$ cat src/rtl/load_store_unit_pkg.sv
// Shared constants for the load/store unit: access sizes, fault causes and
// the per-size byte-lane mask helper.
package load_store_unit_pkg;

  localparam logic [1:0] LSU_SIZE_BYTE = 2'd0;
  localparam logic [1:0] LSU_SIZE_HALF = 2'd1;
  localparam logic [1:0] LSU_SIZE_WORD = 2'd2;

  localparam logic [1:0] LSU_CAUSE_NONE       = 2'd0;
  localparam logic [1:0] LSU_CAUSE_MISALIGNED = 2'd1;
  localparam logic [1:0] LSU_CAUSE_TIMEOUT    = 2'd2;

  function automatic logic [3:0] lsu_size_mask(input logic [1:0] size);
    logic [3:0] mask;
    case (size)
      LSU_SIZE_BYTE: mask = 4'b0001;
      LSU_SIZE_HALF: mask = 4'b0011;
      default:       mask = 4'b1111;
    endcase
    return mask;
  endfunction

endpackage

$ cat src/rtl/load_store_unit_align.sv
// lsu_align: combinational lane alignment over an 8-byte window -- store
// mask/data shifting, load extraction with sign/zero extension, misalignment.
module lsu_align
  import load_store_unit_pkg::*;
(
  input  logic [1:0]  size,
  input  logic        is_unsigned,
  input  logic [1:0]  offset,
  input  logic [31:0] wdata,
  input  logic [63:0] rwindow,
  output logic [7:0]  mask8,
  output logic [63:0] wdata64,
  output logic [31:0] load_data,
  output logic        misaligned
);

  logic [5:0]  shamt_s;
  logic [31:0] shifted_s;

  assign shamt_s   = {1'b0, offset, 3'b000};
  assign mask8     = {4'b0000, lsu_size_mask(size)} << offset;
  assign wdata64   = {32'h0000_0000, wdata} << shamt_s;
  assign shifted_s = 32'(rwindow >> shamt_s);

  // Load extraction: pick the low byte/half of the shifted window and extend
  always_comb begin
    load_data = shifted_s;
    case (size)
      LSU_SIZE_BYTE: begin
        if (is_unsigned) begin
          load_data = {24'h00_0000, shifted_s[7:0]};
        end else begin
          load_data = {{24{shifted_s[7]}}, shifted_s[7:0]};
        end
      end
      LSU_SIZE_HALF: begin
        if (is_unsigned) begin
          load_data = {16'h0000, shifted_s[15:0]};
        end else begin
          load_data = {{16{shifted_s[15]}}, shifted_s[15:0]};
        end
      end
      default: load_data = shifted_s;
    endcase
  end

  // Misalignment: bytes never, halves on odd addresses, words off a word boundary
  always_comb begin
    misaligned = 1'b0;
    case (size)
      LSU_SIZE_BYTE: misaligned = 1'b0;
      LSU_SIZE_HALF: misaligned = offset[0];
      default:       misaligned = (offset != 2'b00);
    endcase
  end

endmodule

$ cat src/rtl/load_store_unit.sv
// load_store_unit: valid/ready front end to a variable-latency data memory with
// a wait timeout. Optional feature macro: LSU_MISALIGNED_SPLIT_EN (split misaligned accesses).
module load_store_unit
  import load_store_unit_pkg::*;
#(
  parameter int DMEM_WIDTH = 16,
  parameter int MAX_WAIT   = 3
) (
  input  logic                  clk,
  input  logic                  reset,
  input  logic                  req_valid,
  output logic                  req_ready,
  input  logic                  req_store,
  input  logic [1:0]            req_size,
  input  logic                  req_unsigned,
  input  logic [31:0]           req_addr,
  input  logic [31:0]           req_wdata,
  output logic                  rsp_valid,
  output logic [31:0]           rsp_rdata,
  output logic                  rsp_fault,
  output logic [1:0]            rsp_cause,
  output logic                  data_mem_req,
  output logic [DMEM_WIDTH-1:0] data_mem_addr,
  output logic [3:0]            data_mem_wmask,
  output logic [31:0]           data_mem_write,
  input  logic [31:0]           data_mem_read,
  input  logic                  data_mem_valid
);

  localparam int CNT_W = (MAX_WAIT > 1) ? $clog2(MAX_WAIT) : 1;
  localparam logic [CNT_W-1:0] CNT_LAST = CNT_W'(MAX_WAIT - 1);

`ifdef LSU_MISALIGNED_SPLIT_EN
  typedef enum logic [2:0] {
    S_IDLE = 3'd0, S_ISSUE = 3'd1, S_WAIT = 3'd2, S_RESP = 3'd3, S_SPLIT = 3'd4
  } state_t;
`else
  typedef enum logic [2:0] {
    S_IDLE = 3'd0, S_ISSUE = 3'd1, S_WAIT = 3'd2, S_RESP = 3'd3
  } state_t;
`endif

  state_t                 state_r, state_nx_s;
  logic [CNT_W-1:0]       cnt_r, cnt_nx_s;
  logic [1:0]             cause_nx_s;
  logic                   store_r, unsigned_r;
  logic [1:0]             size_r;
  logic [DMEM_WIDTH-1:0]  addr_r;
  logic [31:0]            wdata_r;
  logic                   accept_s, in_idle_s;
  logic                   sel_store_s, sel_unsigned_s;
  logic [1:0]             sel_size_s;
  logic [DMEM_WIDTH-1:0]  sel_addr_s;
  logic [31:0]            sel_wdata_s;
  logic [7:0]             mask8_s;
  logic [63:0]            wdata64_s, window_s;
  logic [31:0]            load_s;
  logic                   misaligned_s;
  logic                   mem_req_nx_s;
  logic [DMEM_WIDTH-1:0]  mem_addr_nx_s;
  logic [3:0]             mem_wmask_nx_s;
  logic [31:0]            mem_write_nx_s;
  logic                   unused_s;
`ifdef LSU_MISALIGNED_SPLIT_EN
  logic                   split_r, second_r;
  logic [31:0]            word_lo_r;
`endif

  assign in_idle_s = (state_r == S_IDLE);
  assign accept_s  = in_idle_s && req_ready && req_valid;

  // While idle the aligner looks at the live request, otherwise at the captured one
  assign sel_store_s    = in_idle_s ? req_store : store_r;
  assign sel_size_s     = in_idle_s ? req_size : size_r;
  assign sel_unsigned_s = in_idle_s ? req_unsigned : unsigned_r;
  assign sel_addr_s     = in_idle_s ? req_addr[DMEM_WIDTH-1:0] : addr_r;
  assign sel_wdata_s    = in_idle_s ? req_wdata : wdata_r;

`ifdef LSU_MISALIGNED_SPLIT_EN
  assign window_s = second_r ? {data_mem_read, word_lo_r} : {32'h0000_0000, data_mem_read};
  assign unused_s = ^req_addr[31:DMEM_WIDTH];
`else
  assign window_s = {32'h0000_0000, data_mem_read};
  assign unused_s = ^{req_addr[31:DMEM_WIDTH], mask8_s[7:4], wdata64_s[63:32]};
`endif

  lsu_align u_align (
    .size        (sel_size_s),
    .is_unsigned (sel_unsigned_s),
    .offset      (sel_addr_s[1:0]),
    .wdata       (sel_wdata_s),
    .rwindow     (window_s),
    .mask8       (mask8_s),
    .wdata64     (wdata64_s),
    .load_data   (load_s),
    .misaligned  (misaligned_s)
  );

  // Next-state, wait counter and response cause
  always_comb begin
    state_nx_s = state_r;
    cnt_nx_s   = cnt_r;
    cause_nx_s = LSU_CAUSE_NONE;
    case (state_r)
      S_IDLE: begin
        if (accept_s) begin
`ifdef LSU_MISALIGNED_SPLIT_EN
          state_nx_s = S_ISSUE;
`else
          if (misaligned_s) begin
            state_nx_s = S_RESP;
            cause_nx_s = LSU_CAUSE_MISALIGNED;
          end else begin
            state_nx_s = S_ISSUE;
          end
`endif
        end else begin
          state_nx_s = S_IDLE;
        end
      end
      S_ISSUE: begin
        state_nx_s = S_WAIT;
        cnt_nx_s   = {CNT_W{1'b0}};
      end
      S_WAIT: begin
        if (data_mem_valid) begin
          cnt_nx_s = {CNT_W{1'b0}};
`ifdef LSU_MISALIGNED_SPLIT_EN
          if (split_r && !second_r) begin
            state_nx_s = S_SPLIT;
          end else begin
            state_nx_s = S_RESP;
          end
`else
          state_nx_s = S_RESP;
`endif
        end else if (cnt_r == CNT_LAST) begin
          state_nx_s = S_RESP;
          cause_nx_s = LSU_CAUSE_TIMEOUT;
          cnt_nx_s   = {CNT_W{1'b0}};
        end else begin
          cnt_nx_s = cnt_r + CNT_W'(1);
        end
      end
`ifdef LSU_MISALIGNED_SPLIT_EN
      S_SPLIT: begin
        state_nx_s = S_WAIT;
        cnt_nx_s   = {CNT_W{1'b0}};
      end
`endif
      S_RESP:  state_nx_s = S_IDLE;
      default: state_nx_s = S_IDLE;
    endcase
  end

  // Memory strobe contents for the cycle being entered
  always_comb begin
    mem_req_nx_s   = 1'b0;
    mem_addr_nx_s  = {DMEM_WIDTH{1'b0}};
    mem_wmask_nx_s = 4'b0000;
    mem_write_nx_s = 32'h0000_0000;
    if (state_nx_s == S_ISSUE) begin
      mem_req_nx_s   = 1'b1;
      mem_addr_nx_s  = {sel_addr_s[DMEM_WIDTH-1:2], 2'b00};
      mem_wmask_nx_s = sel_store_s ? mask8_s[3:0] : 4'b0000;
      mem_write_nx_s = sel_store_s ? wdata64_s[31:0] : 32'h0000_0000;
`ifdef LSU_MISALIGNED_SPLIT_EN
    end else if (state_nx_s == S_SPLIT) begin
      mem_req_nx_s   = 1'b1;
      mem_addr_nx_s  = {addr_r[DMEM_WIDTH-1:2], 2'b00} + DMEM_WIDTH'(4);
      mem_wmask_nx_s = store_r ? mask8_s[7:4] : 4'b0000;
      mem_write_nx_s = store_r ? wdata64_s[63:32] : 32'h0000_0000;
`endif
    end else begin
      mem_req_nx_s = 1'b0;
    end
  end

  // State and wait counter registers
  always_ff @(posedge clk or negedge reset) begin
    if (!reset) begin
      state_r <= S_IDLE;
      cnt_r   <= {CNT_W{1'b0}};
    end else begin
      state_r <= state_nx_s;
      cnt_r   <= cnt_nx_s;
    end
  end

  // Request capture and first-word latch
  always_ff @(posedge clk or negedge reset) begin
    if (!reset) begin
      store_r    <= 1'b0;
      unsigned_r <= 1'b0;
      size_r     <= LSU_SIZE_BYTE;
      addr_r     <= {DMEM_WIDTH{1'b0}};
      wdata_r    <= 32'h0000_0000;
`ifdef LSU_MISALIGNED_SPLIT_EN
      split_r    <= 1'b0;
      second_r   <= 1'b0;
      word_lo_r  <= 32'h0000_0000;
`endif
    end else if (accept_s) begin
      store_r    <= req_store;
      unsigned_r <= req_unsigned;
      size_r     <= req_size;
      addr_r     <= req_addr[DMEM_WIDTH-1:0];
      wdata_r    <= req_wdata;
`ifdef LSU_MISALIGNED_SPLIT_EN
      split_r    <= misaligned_s;
      second_r   <= 1'b0;
    end else if (state_r == S_SPLIT) begin
      second_r   <= 1'b1;
    end else if ((state_r == S_WAIT) && data_mem_valid && !second_r) begin
      word_lo_r  <= data_mem_read;
`endif
    end else begin
      store_r    <= store_r;
    end
  end

  // Registered outputs, all decoded from the state being entered
  always_ff @(posedge clk or negedge reset) begin
    if (!reset) begin
      req_ready      <= 1'b0;
      rsp_valid      <= 1'b0;
      rsp_rdata      <= 32'h0000_0000;
      rsp_fault      <= 1'b0;
      rsp_cause      <= LSU_CAUSE_NONE;
      data_mem_req   <= 1'b0;
      data_mem_addr  <= {DMEM_WIDTH{1'b0}};
      data_mem_wmask <= 4'b0000;
      data_mem_write <= 32'h0000_0000;
    end else begin
      req_ready      <= (state_nx_s == S_IDLE);
      rsp_valid      <= (state_nx_s == S_RESP);
      rsp_fault      <= (state_nx_s == S_RESP) && (cause_nx_s != LSU_CAUSE_NONE);
      rsp_cause      <= (state_nx_s == S_RESP) ? cause_nx_s : LSU_CAUSE_NONE;
      rsp_rdata      <= ((state_nx_s == S_RESP) && (cause_nx_s == LSU_CAUSE_NONE) && !store_r)
                        ? load_s : 32'h0000_0000;
      data_mem_req   <= mem_req_nx_s;
      data_mem_addr  <= mem_addr_nx_s;
      data_mem_wmask <= mem_wmask_nx_s;
      data_mem_write <= mem_write_nx_s;
    end
  end

endmodule
$ cat config.mk
export PLATFORM = sky130hd
export DESIGN_NAME = load_store_unit
export DESIGN_NICKNAME = d
export VERILOG_FILES = /design/src/rtl/load_store_unit_pkg.sv /design/src/rtl/load_store_unit_align.sv /design/src/rtl/load_store_unit.sv
export SDC_FILE = /design/constraint.sdc
export NUM_CORES = 1
export LEC_CHECK = 0
export BUFFER_PORTS_ARGS = -buffer_cell sky130_fd_sc_hd__buf_2
export CORE_MARGIN = 3
export CORE_UTILIZATION = 57
export DETAILED_ROUTE_END_ITERATION = 8
export PLACE_DENSITY = 0.86
export SLEW_MARGIN = 20
export SYNTH_ARGS = -nofsm -noshare
export SYNTH_HDL_FRONTEND = slang
export SYNTH_SLANG_ARGS = --single-unit
export TNS_END_PERCENT = 10
$ cat constraint.sdc
create_clock -name clk -period 3.7 [get_ports clk]
set_input_delay 0.37 -clock clk [delete_from_list [all_inputs] [get_ports clk]]
set_output_delay 0.37 -clock clk [all_outputs]
set_load 0.1 [all_outputs]
* After elaboration in Yosys (flattened, before gate mapping) *
Cells that the tools add are included.

word-level totals
  register bits = 147
  bits of input ports = 104

operators by class
  $add $sub $neg = 1
  eq/ne operators = 6
  shift-type cells = 3
  multiplexer cells = 31
  reductions and logical operators = 13

operators with widths
  cell                                                             count
  32-bit 2-to-1 mux                                                6
  32-bit one-hot mux with 2 select lines                           1
  16-bit 2-to-1 mux                                                2
  32-bit by 5-bit left shift with 32-bit output                    1
  32-bit by 5-bit right shift with 32-bit output                   1
  2-bit 2-to-1 mux                                                 7
  3-bit 2-to-1 mux                                                 3
  3-bit one-hot mux with 3 select lines                            1
  4-bit 2-to-1 mux                                                 2
  2-bit one-hot mux with 2 select lines                            2
  4-bit one-hot mux with 2 select lines                            1
  3-bit by 1-bit == test with 1-bit output, second input constant  2
  3-bit by 2-bit == test with 1-bit output, second input constant  2
  3-bit zero test                                                  2
  2-bit nonzero test                                               3
  1-bit logical AND                                                5
  1-bit 2-to-1 mux                                                 5
  2-bit zero test                                                  2
  4-bit by 2-bit left shift with 4-bit output                      1
  2-bit by 1-bit adder with 2-bit output, second input constant    1
  2-bit by 1-bit == test with 1-bit output, second input constant  1
  2-bit == test, second input constant                             1
  1-bit one-hot mux with 2 select lines                            1
  1-bit zero test                                                  1

* Longest topological paths before layout *
  word-level depth = 11
  depth in mapped cells = 9

* By module *
A second synthesis with hierarchy kept.

second synthesis, totals
  cell total of the unflattened synthesis = 773
  area total of the unflattened synthesis = 8007.7 sq um

modules (own cells, without submodules)
  module           times used  cells each  area an instance (sq um)  sequential area each (sq um)
  load_store_unit  1           531         5953.2                    3628.5
  lsu_align        1           242         2054.5                    0.0

* Least setup slack after synthesis *
No wires, ideal clock.

  kind = reg2reg
  from = register state_r[0]
  to = register rsp_rdata[10]
  arrival = 2.105 ns
  data required time = 3.609 ns
  setup slack = 1.504 ns
  stages on the path, launching flop included = 8
  path buffers = 2
  period minus slack after synthesis = 2.196 ns
  cell sequence = dfrtp_1 > buf_6 > nor3_1 > buf_4 > mux2_2 > nor2_2 > nand3_1 > o221ai_1

between the ends
  word-level cells in the longest chain between the ends = 11
  elaborated cells on any way between the ends = 29
  those cells by class = 4 x eq/ne; 1 x shift; 16 x mux; 8 x reduce/logical

RTL lines
  element                                                                                         line                                                      source
  start: declaration                                                                              load_store_unit.sv:43                                     state_t state_r, state_nx_s;
  start signal: assignment                                                                        load_store_unit.sv:185                                    state_r <= state_nx_s;
  3-bit zero test                                                                                 load_store_unit.sv:69, load_store_unit.sv:104
  2-bit 2-to-1 mux or 16-bit 2-to-1 mux (tied branches)                                           load_store_unit.sv:74, load_store_unit.sv:76
  2-bit by 1-bit == test with 1-bit output (tied with other cells)                                load_store_unit_align.sv:28, load_store_unit_align.sv:50
  1-bit one-hot mux with 2 select lines                                                           load_store_unit_align.sv:50                               case (size)
  2-bit 2-to-1 mux or 1-bit 2-to-1 mux (tied branches)                                            load_store_unit.sv:110                                    if (misaligned_s) begin
  3-bit 2-to-1 mux or 1-bit 2-to-1 mux (tied branches)                                            load_store_unit.sv:106                                    if (accept_s) begin
  3-bit one-hot mux with 3 select lines or 2-bit one-hot mux with 2 select lines (tied branches)  load_store_unit.sv:104                                    case (state_r)
  3-bit by 2-bit == test with 1-bit output or 2-bit zero test (tied branches)                     load_store_unit.sv:239                                    rsp_rdata <= ((state_nx_s == S_RESP) && (cause_nx_s == LSU_CAUSE_NONE) && !store_r)
  1-bit logical AND (2 in series)                                                                 load_store_unit.sv:239
  32-bit 2-to-1 mux *                                                                             load_store_unit.sv:240                                    ? load_s : 32'h0000_0000;
  end signal: assignment                                                                          load_store_unit.sv:239
  end: declaration                                                                                load_store_unit.sv:19                                     output logic [31:0] rsp_rdata,

Mark *: on every way between the ends. The rest lies on a longest branch, timed or not.
A chain may end at the register's enable or synchronous reset.

* Worst setup path after layout *
  from = register state_r[2]
  to = register rsp_rdata[17]

Same word-level chain as after synthesis.

==> qor.yml <==
hold_viol: 11
comb_power_share: 0.412
drtIter0Drc: 698
r2r.worst_path.cells: 6
syn2layout_area_growth_pct: 23.1
rsz0062_at_grt: "no"
routabilityCongestion: 0.890
synth_edf_count: 0
clk-insertion-delay-late_ps: 420
cts-root-buf: "clkbuf_16"
clk_path_buf_depth: 2
cts_resized: 0
grt_overflow: 0
cts_max_level: 4
drc_errors: 0
path_max_fanout: 51
portBuffers: 175
skew_ps: 8.61
reg2reg_slack_ps: 960
slowest_delay_ps: 560
setup_viol: 0
period_minus_slack_ps: 2740
ys_warn_count: 0
dieArea_um2: 13500
cts_tree: "done"
ys_ff_latch: 145
timing.fmax_mhz: 364
crit_chain: "or3_2 > buf_4 > mux2i_1 > a21oi_1 > o32a_4 > nor4_1"
hpwl_mm: 12.8
worst_hold_slack_ps: -16.3
clock_sinks: 145
clkTransAtPathRegs_ps: 60
start_util: 0.595
cellLeakagePower_nw: 4.59
via_per_inst: 5.87
via_count: 6191
power_density_nw_per_um2: 787
tightest_slew_ps: 790
fin_ws_ps: 955
design_area_um2: 8540
required_ps: 3980
firstDrtPassIters: 5
p_int_mw: 3.82
final_nets: 1001
maxCapViolCount: 0
worstReg2RegStart: "state_r[2]$_DFF_PN0_"
slew_viol_final: 0
placement_rows: 39
ctsHoldBuffers: 0
syn_inst: 740
cp-start-kind: "register"
cts_setup_buffers: 0
critPathSlowestCell: "or3_2"
track_usage: 0.289
grt_pass1_wl_mm: 30.1
async_flop_share: 1.00
fin_tns_setup_ps: 0
antenna_found_initial: 3
route.final.wire_length_mm: 19.2
ys_types: 44
cp-end-kind: "register"
path_delay_family: "simple AND/OR/NAND/NOR gates"
numCtsBuffers: 17
drive_gt1_frac: 0.282
arrival_ps: 3030
place_ws_ps: 1020
hold_path.class: "in2async"
path_buf_inv: 1
switchingPower_mw: 2.90
ys.flop_type: "dfrtp_1"
coreArea_um2: 11700
p_seq_frac: 0.332
period_share: 0.742
seq_area_frac_synth: 0.523
relSlewSlack: 0.473
dpl-instance-area_um2: 7920
io_pins: 194
r2r_end: "rsp_rdata[17]$_DFF_PN0_"
avgSynthCellArea_um2: 9.38
chipWidth_um: 116
p_sw_frac: 0.432
synth_area_um2: 6940
status: "complete, but fails checks"
antenna_left: 0
vdd_ir_drop_max_mv: 0.429
detail_route.wl_per_cell_um: 18.3
grt_max_degree: 84
die_h_um: 116
violations: "hold timing"
criticalPathCategory: "reg2reg"
clockPowerShare: 0.256
grt_pass1_vias: 5874
## power groups by stage
stage                     sequential [mW]  combinational, mW  clock [mW]
final                                2.23               2.77        1.72
after global routing                 2.27               3.00        1.81
after CTS                            2.22               2.73        1.73
after detailed placement             2.24               2.71           0
after global placement               2.23               2.65           0
after floorplan                      2.66               1.65           0
## synthesized netlist by cell type (4+ instances only)
cell / instances / area [µm²]
o21ai_0: 4 / 20.0
nor2b_1: 10 / 62.6
a21oi_1: 49 / 245
nand3_1: 5 / 25.0
buf_1: 11 / 41.3
nand2_1: 245 / 920
nor2_1: 30 / 113
clkbuf_1: 28 / 105
mux2_2: 17 / 191
buf_4: 5 / 37.5
buf_2: 7 / 35.0
mux2i_1: 63 / 631
a211oi_1: 15 / 113
nor3_1: 30 / 150
inv_1: 12 / 45.0
nor4_1: 12 / 75.1
o221ai_1: 9 / 78.8
dfrtp_1: 145 / 3630
a32oi_1: 8 / 70.1
## sequential cells by signal, indices dropped and copies added, names as in the netlist
name	flops
state_r	3
req_ready	1
size_r	2
wdata_r	32
rsp_fault	1
cnt_r	2
addr_r	16
rsp_rdata	32
unsigned_r	1
store_r	1
data_mem_write	32
data_mem_wmask	4
rsp_valid	1
rsp_cause	2
data_mem_req	1
data_mem_addr	14
## routing by layer
metal	vias to the layer above	part of all wire	track usage
met5	-	0.0011	0
met4	4	0.037	0.140
met3	60	0.093	0.0570
met2	357	0.49	0.479
met1	2943	0.38	0.366
li1	2827	-	-
## kinds of logic after synthesis
kind of cell | share of synthesized area
DFF | 0.523
muxes | 0.129
buffers and inverters | 0.0429
AOI/OAI and AO/OA | 0.0957
xor gates and xnor gates | 0.00126
and+or+nand+nor | 0.208
other | 0.000540
## area by class of cell
type | count | area [µm²]
clock buffer | 18 | 439
tap | 143 | 179
inverter | 12 | 45.0
multi-input combinational | 531 | 3070
sequential | 145 | 3630
timing repair buffer | 190 | 1030
fill | 881 | 3120
clock inverter | 14 | 154
antenna | 1 | 2.50
## cell usage in the layout, fill, tap and decap left out, types with 2 or more instances in the layout
master,netlist,routed
nor4_2,2,2
a211oi_1,15,15
a21oi_1,49,49
nor2b_1,10,10
clkinv_2,0,2
buf_4,5,13
bufinv_16,0,2
clkinv_4,0,3
conb_1,1,3
buf_2,7,174
clkinvlp_4,0,3
mux2i_1,63,61
mux2_2,17,17
nor3_1,30,29
a32oi_1,8,8
mux4_2,2,2
a22o_1,3,3
o221ai_1,9,9
inv_6,0,4
mux2i_2,2,2
nand3_2,1,2
dfrtp_1,145,145
o21ai_0,4,4
mux2i_4,0,2
nand3_1,5,4
nand2_1,245,245
nor2_1,30,30
nor4_1,12,12
nor3b_1,3,3
inv_1,12,12
clkbuf_16,0,17
## through the flow
step | instances | util | power [mW] | hold WS [ps]
3_3_place_gp | 1020 | 0.679 | 4.88 | 452
3_5_place_dp | 1020 | 0.679 | 4.95 | 455
6_report | 1054 | 0.732 | 6.72 | -16.3
5_1_grt | 1054 | 0.732 | 7.08 | 50.7
2_1_floorplan | 742 | - | 4.30 | 74.4
4_1_cts | 1052 | 0.730 | 6.68 | 19.3
## how the worst max path moves through the flow
stage / depth (start not counted) / slack, ps / start / endpoint
after floorplan: 7 / 1500 / state_r[0]$_DFF_PN0_ / rsp_rdata[10]$_DFF_PN0_
after global placement: 6 / 1020 / state_r[2]$_DFF_PN0_ / rsp_rdata[17]$_DFF_PN0_
after detailed placement: 6 / 1020 / state_r[2]$_DFF_PN0_ / rsp_rdata[17]$_DFF_PN0_
after CTS: 6 / 960 / state_r[2]$_DFF_PN0_ / rsp_rdata[18]$_DFF_PN0_
after global routing: 6 / 840 / state_r[2]$_DFF_PN0_ / rsp_rdata[17]$_DFF_PN0_
final: 6 / 960 / state_r[2]$_DFF_PN0_ / rsp_rdata[17]$_DFF_PN0_
Note: power is estimated with default switching activity, not from simulation.
